### src/rtl/inst_supply.sv
// Read-only instruction cache: returns up to WIDTH consecutive words from pc,
// tracks up to two outstanding block loads, and forwards answers same-cycle.
module inst_supply #(
  parameter int SIZE  = 8,
  parameter int BANK  = 2,
  parameter int WIDTH = 3
) (
  input  logic                   clock,
  input  logic                   reset,
  input  logic                   fetch_enable,
  input  logic [31:0]            fetch_pc,
  output logic [WIDTH-1:0][31:0] fetch_data,
  output logic [WIDTH-1:0]       fetch_valid,
  output logic [1:0]             mem_qry_cmd,
  output logic [31:0]            mem_qry_addr,
  input  logic [3:0]             mem_ack,
  input  logic [3:0]             mem_ans_tag,
  input  logic [63:0]            mem_ans_blk,
  output logic                   evict_valid,
  output logic [31:0]            evict_addr,
  output logic [63:0]            evict_blk
);
  localparam int SETS = SIZE / BANK;
  localparam int SB   = $clog2(SETS);
  localparam int TW   = 29 - SB;
  localparam int AW   = (BANK > 1) ? $clog2(BANK) : 1;

  // per-way age within a set: 0 = most recent, BANK-1 = replacement victim
  typedef logic [BANK-1:0][AW-1:0] age_t;

  logic [BANK-1:0] line_v   [SETS];
  logic [TW-1:0]   line_tag [SETS][BANK];
  logic [63:0]     line_dat [SETS][BANK];
  age_t            lru      [SETS];
  age_t            lru_n    [SETS];

  logic [1:0]      trk_busy;
  logic [1:0]      trk_acked;
  logic [3:0]      trk_tag  [2];
  logic [28:0]     trk_blk  [2];
  logic            trk_old;

  logic [31:0]     pc_last;
  logic [28:0]     nb       [2];
  logic [1:0]      need;
  logic [1:0]      hit;
  logic [AW-1:0]   hway     [2];
  logic [63:0]     hdat     [2];

  logic            ans_hit;
  logic            ans_idx;
  logic [28:0]     ans_blk;
  logic [SB-1:0]   fset;
  logic [AW-1:0]   vway;

  logic            q_act;
  logic            q_idx;
  logic            alloc;
  logic [28:0]     alloc_blk;
  logic            free_idx;

  function automatic age_t touch(age_t a, logic [AW-1:0] w);
    age_t r;
    r = a;
    for (int v = 0; v < BANK; v++)
      if (a[v] < a[w]) r[v] = a[v] + 1'b1;
    r[w] = '0;
    return r;
  endfunction

  // the two blocks a fetch can span, and their cache lookups
  always_comb begin
    pc_last = fetch_pc + 32'(4 * (WIDTH - 1));
    nb[0]   = fetch_pc[31:3];
    nb[1]   = pc_last[31:3];
    need[0] = fetch_enable;
    need[1] = fetch_enable && (nb[1] != nb[0]);
    for (int n = 0; n < 2; n++) begin
      hit[n]  = 1'b0;
      hway[n] = '0;
      hdat[n] = '0;
      for (int w = 0; w < BANK; w++)
        if (line_v[nb[n][SB-1:0]][w] && line_tag[nb[n][SB-1:0]][w] == nb[n][28:SB]) begin
          hit[n]  = 1'b1;
          hway[n] = AW'(w);
          hdat[n] = line_dat[nb[n][SB-1:0]][w];
        end
    end
  end

  // answer matching against acked trackers, and the way it will fill
  always_comb begin
    ans_hit = 1'b0;
    ans_idx = 1'b0;
    for (int t = 1; t >= 0; t--)
      if (mem_ans_tag != 4'd0 && trk_busy[t] && trk_acked[t] && trk_tag[t] == mem_ans_tag) begin
        ans_hit = 1'b1;
        ans_idx = 1'(t);
      end
    ans_blk = trk_blk[ans_idx];
    fset    = ans_blk[SB-1:0];
    vway    = '0;
    for (int w = 0; w < BANK; w++)
      if (lru[fset][w] == AW'(BANK - 1)) vway = AW'(w);
    for (int w = BANK - 1; w >= 0; w--)
      if (!line_v[fset][w]) vway = AW'(w);
  end

  // per-slot data select with prefix-valid chaining
  always_comb begin
    logic [31:0] a;
    logic [28:0] sb;
    logic [63:0] blk;
    logic        ok;
    logic        sel;
    ok = reset && fetch_enable;
    for (int i = 0; i < WIDTH; i++) begin
      a   = fetch_pc + 32'(4 * i);
      sb  = a[31:3];
      sel = (sb != nb[0]);
      blk = hit[sel] ? hdat[sel] : mem_ans_blk;
      ok  = ok && (hit[sel] || (ans_hit && ans_blk == sb));
      fetch_valid[i] = ok;
      fetch_data[i]  = ok ? (a[2] ? blk[31:0] : blk[63:32]) : 32'd0;
    end
  end

  // query the oldest tracker still waiting for an ack
  always_comb begin
    q_act = 1'b0;
    q_idx = trk_old;
    if (trk_busy[trk_old] && !trk_acked[trk_old]) begin
      q_act = 1'b1;
      q_idx = trk_old;
    end else if (trk_busy[~trk_old] && !trk_acked[~trk_old]) begin
      q_act = 1'b1;
      q_idx = ~trk_old;
    end
    mem_qry_cmd  = (reset && q_act) ? 2'd1 : 2'd0;
    mem_qry_addr = (reset && q_act) ? {trk_blk[q_idx], 3'b000} : 32'd0;
  end

  // new tracker for the lowest needed block that is missing and untracked
  always_comb begin
    alloc     = 1'b0;
    alloc_blk = nb[0];
    free_idx  = trk_busy[0];
    for (int n = 1; n >= 0; n--)
      if (need[n] && !hit[n] && !(ans_hit && ans_blk == nb[n]) &&
          !(trk_busy[0] && trk_blk[0] == nb[n]) && !(trk_busy[1] && trk_blk[1] == nb[n])) begin
        alloc     = 1'b1;
        alloc_blk = nb[n];
      end
    if (&trk_busy) alloc = 1'b0;
  end

  // recency update order: fill, then block B+1, then block B
  always_comb begin
    for (int s = 0; s < SETS; s++) lru_n[s] = lru[s];
    if (ans_hit) lru_n[fset] = touch(lru_n[fset], vway);
    for (int n = 1; n >= 0; n--)
      if (need[n] && hit[n] && !(ans_hit && fset == nb[n][SB-1:0] && vway == hway[n]))
        lru_n[nb[n][SB-1:0]] = touch(lru_n[nb[n][SB-1:0]], hway[n]);
  end

  // cache lines, recency and tracker state
  always_ff @(posedge clock) begin
    if (!reset) begin
      for (int s = 0; s < SETS; s++) begin
        line_v[s] <= '0;
        for (int w = 0; w < BANK; w++) lru[s][w] <= AW'(w);
      end
      trk_busy  <= '0;
      trk_acked <= '0;
      trk_old   <= 1'b0;
    end else begin
      for (int s = 0; s < SETS; s++) lru[s] <= lru_n[s];
      if (q_act && mem_ack != 4'd0) begin
        trk_acked[q_idx] <= 1'b1;
        trk_tag[q_idx]   <= mem_ack;
      end
      if (ans_hit) begin
        trk_busy[ans_idx]      <= 1'b0;
        trk_acked[ans_idx]     <= 1'b0;
        line_v[fset][vway]     <= 1'b1;
        line_tag[fset][vway]   <= ans_blk[28:SB];
        line_dat[fset][vway]   <= mem_ans_blk;
      end
      if (alloc) begin
        trk_busy[free_idx]  <= 1'b1;
        trk_acked[free_idx] <= 1'b0;
        trk_blk[free_idx]   <= alloc_blk;
        trk_old             <= trk_busy[~free_idx] ? ~free_idx : free_idx;
      end
    end
  end

  assign evict_valid = 1'b0;
  assign evict_addr  = 32'd0;
  assign evict_blk   = 64'd0;

endmodule

### config.mk
export PLATFORM = sky130hd
export DESIGN_NAME = inst_supply
export DESIGN_NICKNAME = d
export VERILOG_FILES = /design/src/rtl/inst_supply.sv
export SDC_FILE = /design/constraint.sdc
export NUM_CORES = 2
export LEC_CHECK = 0
export ABC_AREA = 1
export CAP_MARGIN = 30
export CORE_ASPECT_RATIO = 0.5
export CORE_MARGIN = 2
export CORE_UTILIZATION = 60
export DETAILED_ROUTE_END_ITERATION = 10
export PLACE_DENSITY = 0.81
export SYNTH_ARGS = -nofsm -noshare
export SYNTH_HDL_FRONTEND = slang
export SYNTH_SLANG_ARGS = --single-unit
### constraint.sdc
create_clock -name clock -period 13.8 [get_ports clock]
set_clock_uncertainty 0.05 [all_clocks]
set_input_delay 2.07 -clock clock [delete_from_list [all_inputs] [get_ports clock]]
set_output_delay 2.07 -clock clock [all_outputs]
set_load 0.005 [all_outputs]
==> run summary <==
The run gives 76 as the number of buffers created by CTS. Once layout is done, the placed cells without fillers occupy 54200 sq um. By area the synthesized netlist is led by sky130_fd_sc_hd__edfxtp_1, sky130_fd_sc_hd__nand2_1, sky130_fd_sc_hd__o21ai_0. The logs give 51500 sq um for the post-placement cell area and 0 ns for the post-route setup TNS.

For the number of sinks handled by clock tree synthesis, the log shows 815. The floorplan has 74 rows. In the layout the commonest cells are sky130_fd_sc_hd__nand2_1, sky130_fd_sc_hd__edfxtp_1, sky130_fd_sc_hd__o21ai_0, sky130_fd_sc_hd__nor2_1, sky130_fd_sc_hd__inv_1. The detailed router put a total of 64.7 mm of wire on met1. The tools report the hold path endpoint as trk_acked[0]. The clock passes through at most 3 buffers. The cell count after synthesis came out at 5870. Gates resized during post-CTS repair numbered 0. STA classifies the critical path endpoint as a primary output. The tools report the post-detailed-routing wire length as 178 mm. The most common library cell in the layout ignoring fill and taps was sky130_fd_sc_hd__nand2_1.

Summing the sequential cell areas from Yosys gives 49.7% of the chip area. The tools report the element type at the critical path start as an input port. Fill cells in the final layout number 6370. Routed signal wires occupy layers up through met4.

The tools report the number of global-route vias before repair as 42.8k. The startpoint of the most critical register-to-register path is trk_busy[1]. The tools report the DRC violations left as 0. The initial core utilization was 60.3%; the floorplan die height was 206 microns. Setup repair after global routing left no endpoint under its margin. The wire length of the first global-routing pass is 258 mm, and the initial antenna violation count is 22. The worst ir drop on vdd was 0.000114 V. In this run the standard cell core region covers 81300 sq um. Count of antenna-violating nets left after detailed routing: 0. The routed via count was 46.2k. Entering global routing, the biggest net connects 179 pins. The Yosys step of the flow raised 0 warnings.

Across the run, the number of max-cap violations was 0. The endpoint identified for the worst register-to-register timing path is trk_blk[0][2]. The leftover overflow at the end of global routing is 0. For the number of hold violations in the final report, the log shows 0.

The share of Yosys cell area claimed by the top area cell type was 49.1%. The portion of the clock cycle consumed by the worst path in the final layout was 80.8%. The clock latency on the worst-skew pair is 0.68 ns, and the final net count is 5974.

The average wire per standard cell is 25.3 microns, and the number of I/O pins is 337. The worst hold path was traced through 2 stages. The critical path in this run is classified as input port to primary output. The number of flip-flops and latches in the synthesized netlist was 815; the cell count of the worst reg-to-reg path was 19. The worst path arrival time was 9.03 ns; the required time at the worst-slack endpoint was 11.68 ns. The clock slew at the register clock pins of the worst setup and hold paths was 0.06 ns. The tightest min-delay check is of the register to register type. The die covers 84100 sq um. The highest attainable clock frequency came out at 0.0897 GHz. The number of input and output port buffers inserted was 233; the fraction of registers with async set/reset was 0%. Summed over all cells, the static leakage comes to 20.7 nW. For this run, the detailed router's first-pass iteration total came to 6. Of all nets on the critical path, the largest fanout is 172.

Global routing consumed, over all layers together, 41.0% of the routing resources. At the end of routability-driven placement, the weighted congestion stood at 1.04. In the detailed route, the total length drawn on met3 is 24.3 mm.

The root cell of the clock tree is sky130_fd_sc_hd__clkbuf_16. At the pin with the least slew margin, the transition time is 1.13 ns. Post-CTS timing repair inserted 0 buffers for setup. In this run, post-CTS hold repair placed 0 buffers.

The startpoint of the lowest-slack hold path was trk_acked[0]. The top cell type by total area after synthesis is sky130_fd_sc_hd__edfxtp_1. Cells with a size suffix above 1 make up 5.39% of the layout. The number of synthesized flops with an enable pin was 802. The logs give 112 mm for the half-perimeter wire length after detailed placement and 24.0% for the worst max-slew margin expressed relative to the limit. The shortest period the worst path allows is 11.15 ns. For this block, the initial DRC count from the detailed router was 7473. Number of library cell types mapped by synthesis: 63.

The prevailing post-synth register cell is sky130_fd_sc_hd__edfxtp_1. The average cell area after synthesis is 8.35 sq um, and the maximum level of the CTS H-tree is 3. The flow ran to the end, and the final reports show no timing, DRC or antenna violations.

In the routed layout, each cell is associated on average with a via count of 6.56. From synthesis to final layout, the design area changed by 10.5%. The power per cell area was 106 nW/um^2. The count of endpoints failing setup in the final report is 0. TritonCTS built the clock tree. Setup slack on the worst reg-to-reg path comes out at 7.83 ns. Summing every instance area after synthesis gives 49000 sq um. The die is 408 microns wide. The number of slew-limit violations in the final report was 0; the routed length on met2 was 79.4 mm.
Yosys cell counts, types with 35 or more instances:
master                     instances
sky130_fd_sc_hd__clkbuf_1        262
sky130_fd_sc_hd__o21ai_1          63
sky130_fd_sc_hd__a32o_1           67
sky130_fd_sc_hd__nand4_1         100
sky130_fd_sc_hd__buf_2            77
sky130_fd_sc_hd__o221ai_1         35
sky130_fd_sc_hd__buf_4           124
sky130_fd_sc_hd__nand2_1        1437
sky130_fd_sc_hd__a21oi_1         395
sky130_fd_sc_hd__o21ai_0         561
sky130_fd_sc_hd__xnor2_1          43
sky130_fd_sc_hd__inv_1           399
sky130_fd_sc_hd__nor2_1          460
sky130_fd_sc_hd__nor3_1           39
sky130_fd_sc_hd__o211ai_1         96
sky130_fd_sc_hd__xor2_1          108
sky130_fd_sc_hd__buf_1            47
sky130_fd_sc_hd__o22ai_1         103
sky130_fd_sc_hd__nand3_1         373
sky130_fd_sc_hd__edfxtp_1        802
area by class of cell:
| type | count | area (sq um) | share of cell area [%] |
|---|---|---|---|
| repair buffers | 327 | 3310 | 6.11 |
| clock inverters | 47 | 433 | 0.799 |
| inverters | 419 | 1610 | 2.97 |
| diodes | 20 | 50.0 | 0.0924 |
| well taps | 1102 | 1380 | 2.54 |
| clock buffers | 92 | 2020 | 3.74 |
| multi-input cells | 4221 | 21000 | 38.8 |
| flip-flops and latches | 815 | 24300 | 44.9 |
per-layer routing:
metal  track usage, %  vias up
met5                0        -
met4             23.3        0
met3             8.80      606
met2             64.6     3645
met1             53.1    21674
li1                 -    20271
critical path: stages:
cell and delay (ns):
sky130_fd_sc_hd__buf_8 0.51, sky130_fd_sc_hd__buf_12 0.51, sky130_fd_sc_hd__o21ai_0 0.22, sky130_fd_sc_hd__o22ai_1 0.24
sky130_fd_sc_hd__xor2_1 0.35, sky130_fd_sc_hd__o2111ai_1 0.18, sky130_fd_sc_hd__nor4_1 0.94, sky130_fd_sc_hd__nand2_4 0.32
sky130_fd_sc_hd__inv_2 0.12, sky130_fd_sc_hd__or2_2 0.11, sky130_fd_sc_hd__buf_4 0.68, sky130_fd_sc_hd__inv_2 0.27
sky130_fd_sc_hd__nand2_1 0.15, sky130_fd_sc_hd__nand2_2 0.05, sky130_fd_sc_hd__buf_4 0.33, sky130_fd_sc_hd__a21oi_2 0.26
sky130_fd_sc_hd__inv_2 0.17, sky130_fd_sc_hd__nor2_4 0.14, sky130_fd_sc_hd__inv_2 0.31, sky130_fd_sc_hd__nor2_1 0.23
sky130_fd_sc_hd__clkdlybuf4s50_1 0.53
through the flow:
| step | utilization [%] | total power, mW | std cells | worst slack [ns] | hold WS (ns) |
|---|---|---|---|---|---|
| after floorplan | - | 3.33 | 5970 | 3.27 | 0.392 |
| after global placement | 63.2 | 3.57 | 6871 | 2.84 | 0.409 |
| after detailed placement | 63.3 | 3.59 | 6877 | 3.08 | 0.416 |
| after CTS | 66.4 | 5.68 | 7016 | 3.06 | 0.426 |
| after global routing | 66.7 | 5.87 | 7043 | 2.54 | 0.450 |
| final | 66.7 | 5.73 | 7043 | 2.65 | 0.428 |
worst max path at each step:
| stage | from | to | slack (ns) | cells after the start |
|---|---|---|---|---|
| CTS | fetch_pc[3] | fetch_data[67] | 3.06 | 22 |
| finish | fetch_pc[3] | fetch_data[77] | 2.65 | 21 |
| global route | fetch_pc[3] | fetch_data[72] | 2.54 | 22 |
| floorplan | mem_ans_tag[3] | line_dat[2][0] | 3.27 | 19 |
| global placement | fetch_pc[3] | fetch_data[72] | 2.84 | 21 |
| detailed placement | fetch_pc[3] | fetch_data[95] | 3.08 | 22 |
power breakdown:
group          internal (mW)  switching [mW]  total [mW]
Combinational          0.250           0.591       0.840
Clock                   1.15           0.991        2.14
Sequential              2.73          0.0129        2.74
state kept, by name (all words and copies together), names as in the netlist:
name and cells:
trk_blk 58, line_tag 216, trk_old 1, line_dat 512
line_v 8, lru 8, trk_acked 2, trk_busy 2
trk_tag 8
cells by family after synthesis:
family / after synthesis / synth area share, %
XOR/XNOR: 154 / 2.80
adder cells (fa/ha/maj): 7 / 0.179
AO/OA/AOI/OAI: 1451 / 17.5
AND/OR/NAND/NOR: 2508 / 21.4
buffers and inverters: 934 / 8.38
flip-flops: 815 / 49.7
other: 1 / 0.00765
Note: power is estimated with default switching activity, not from simulation.
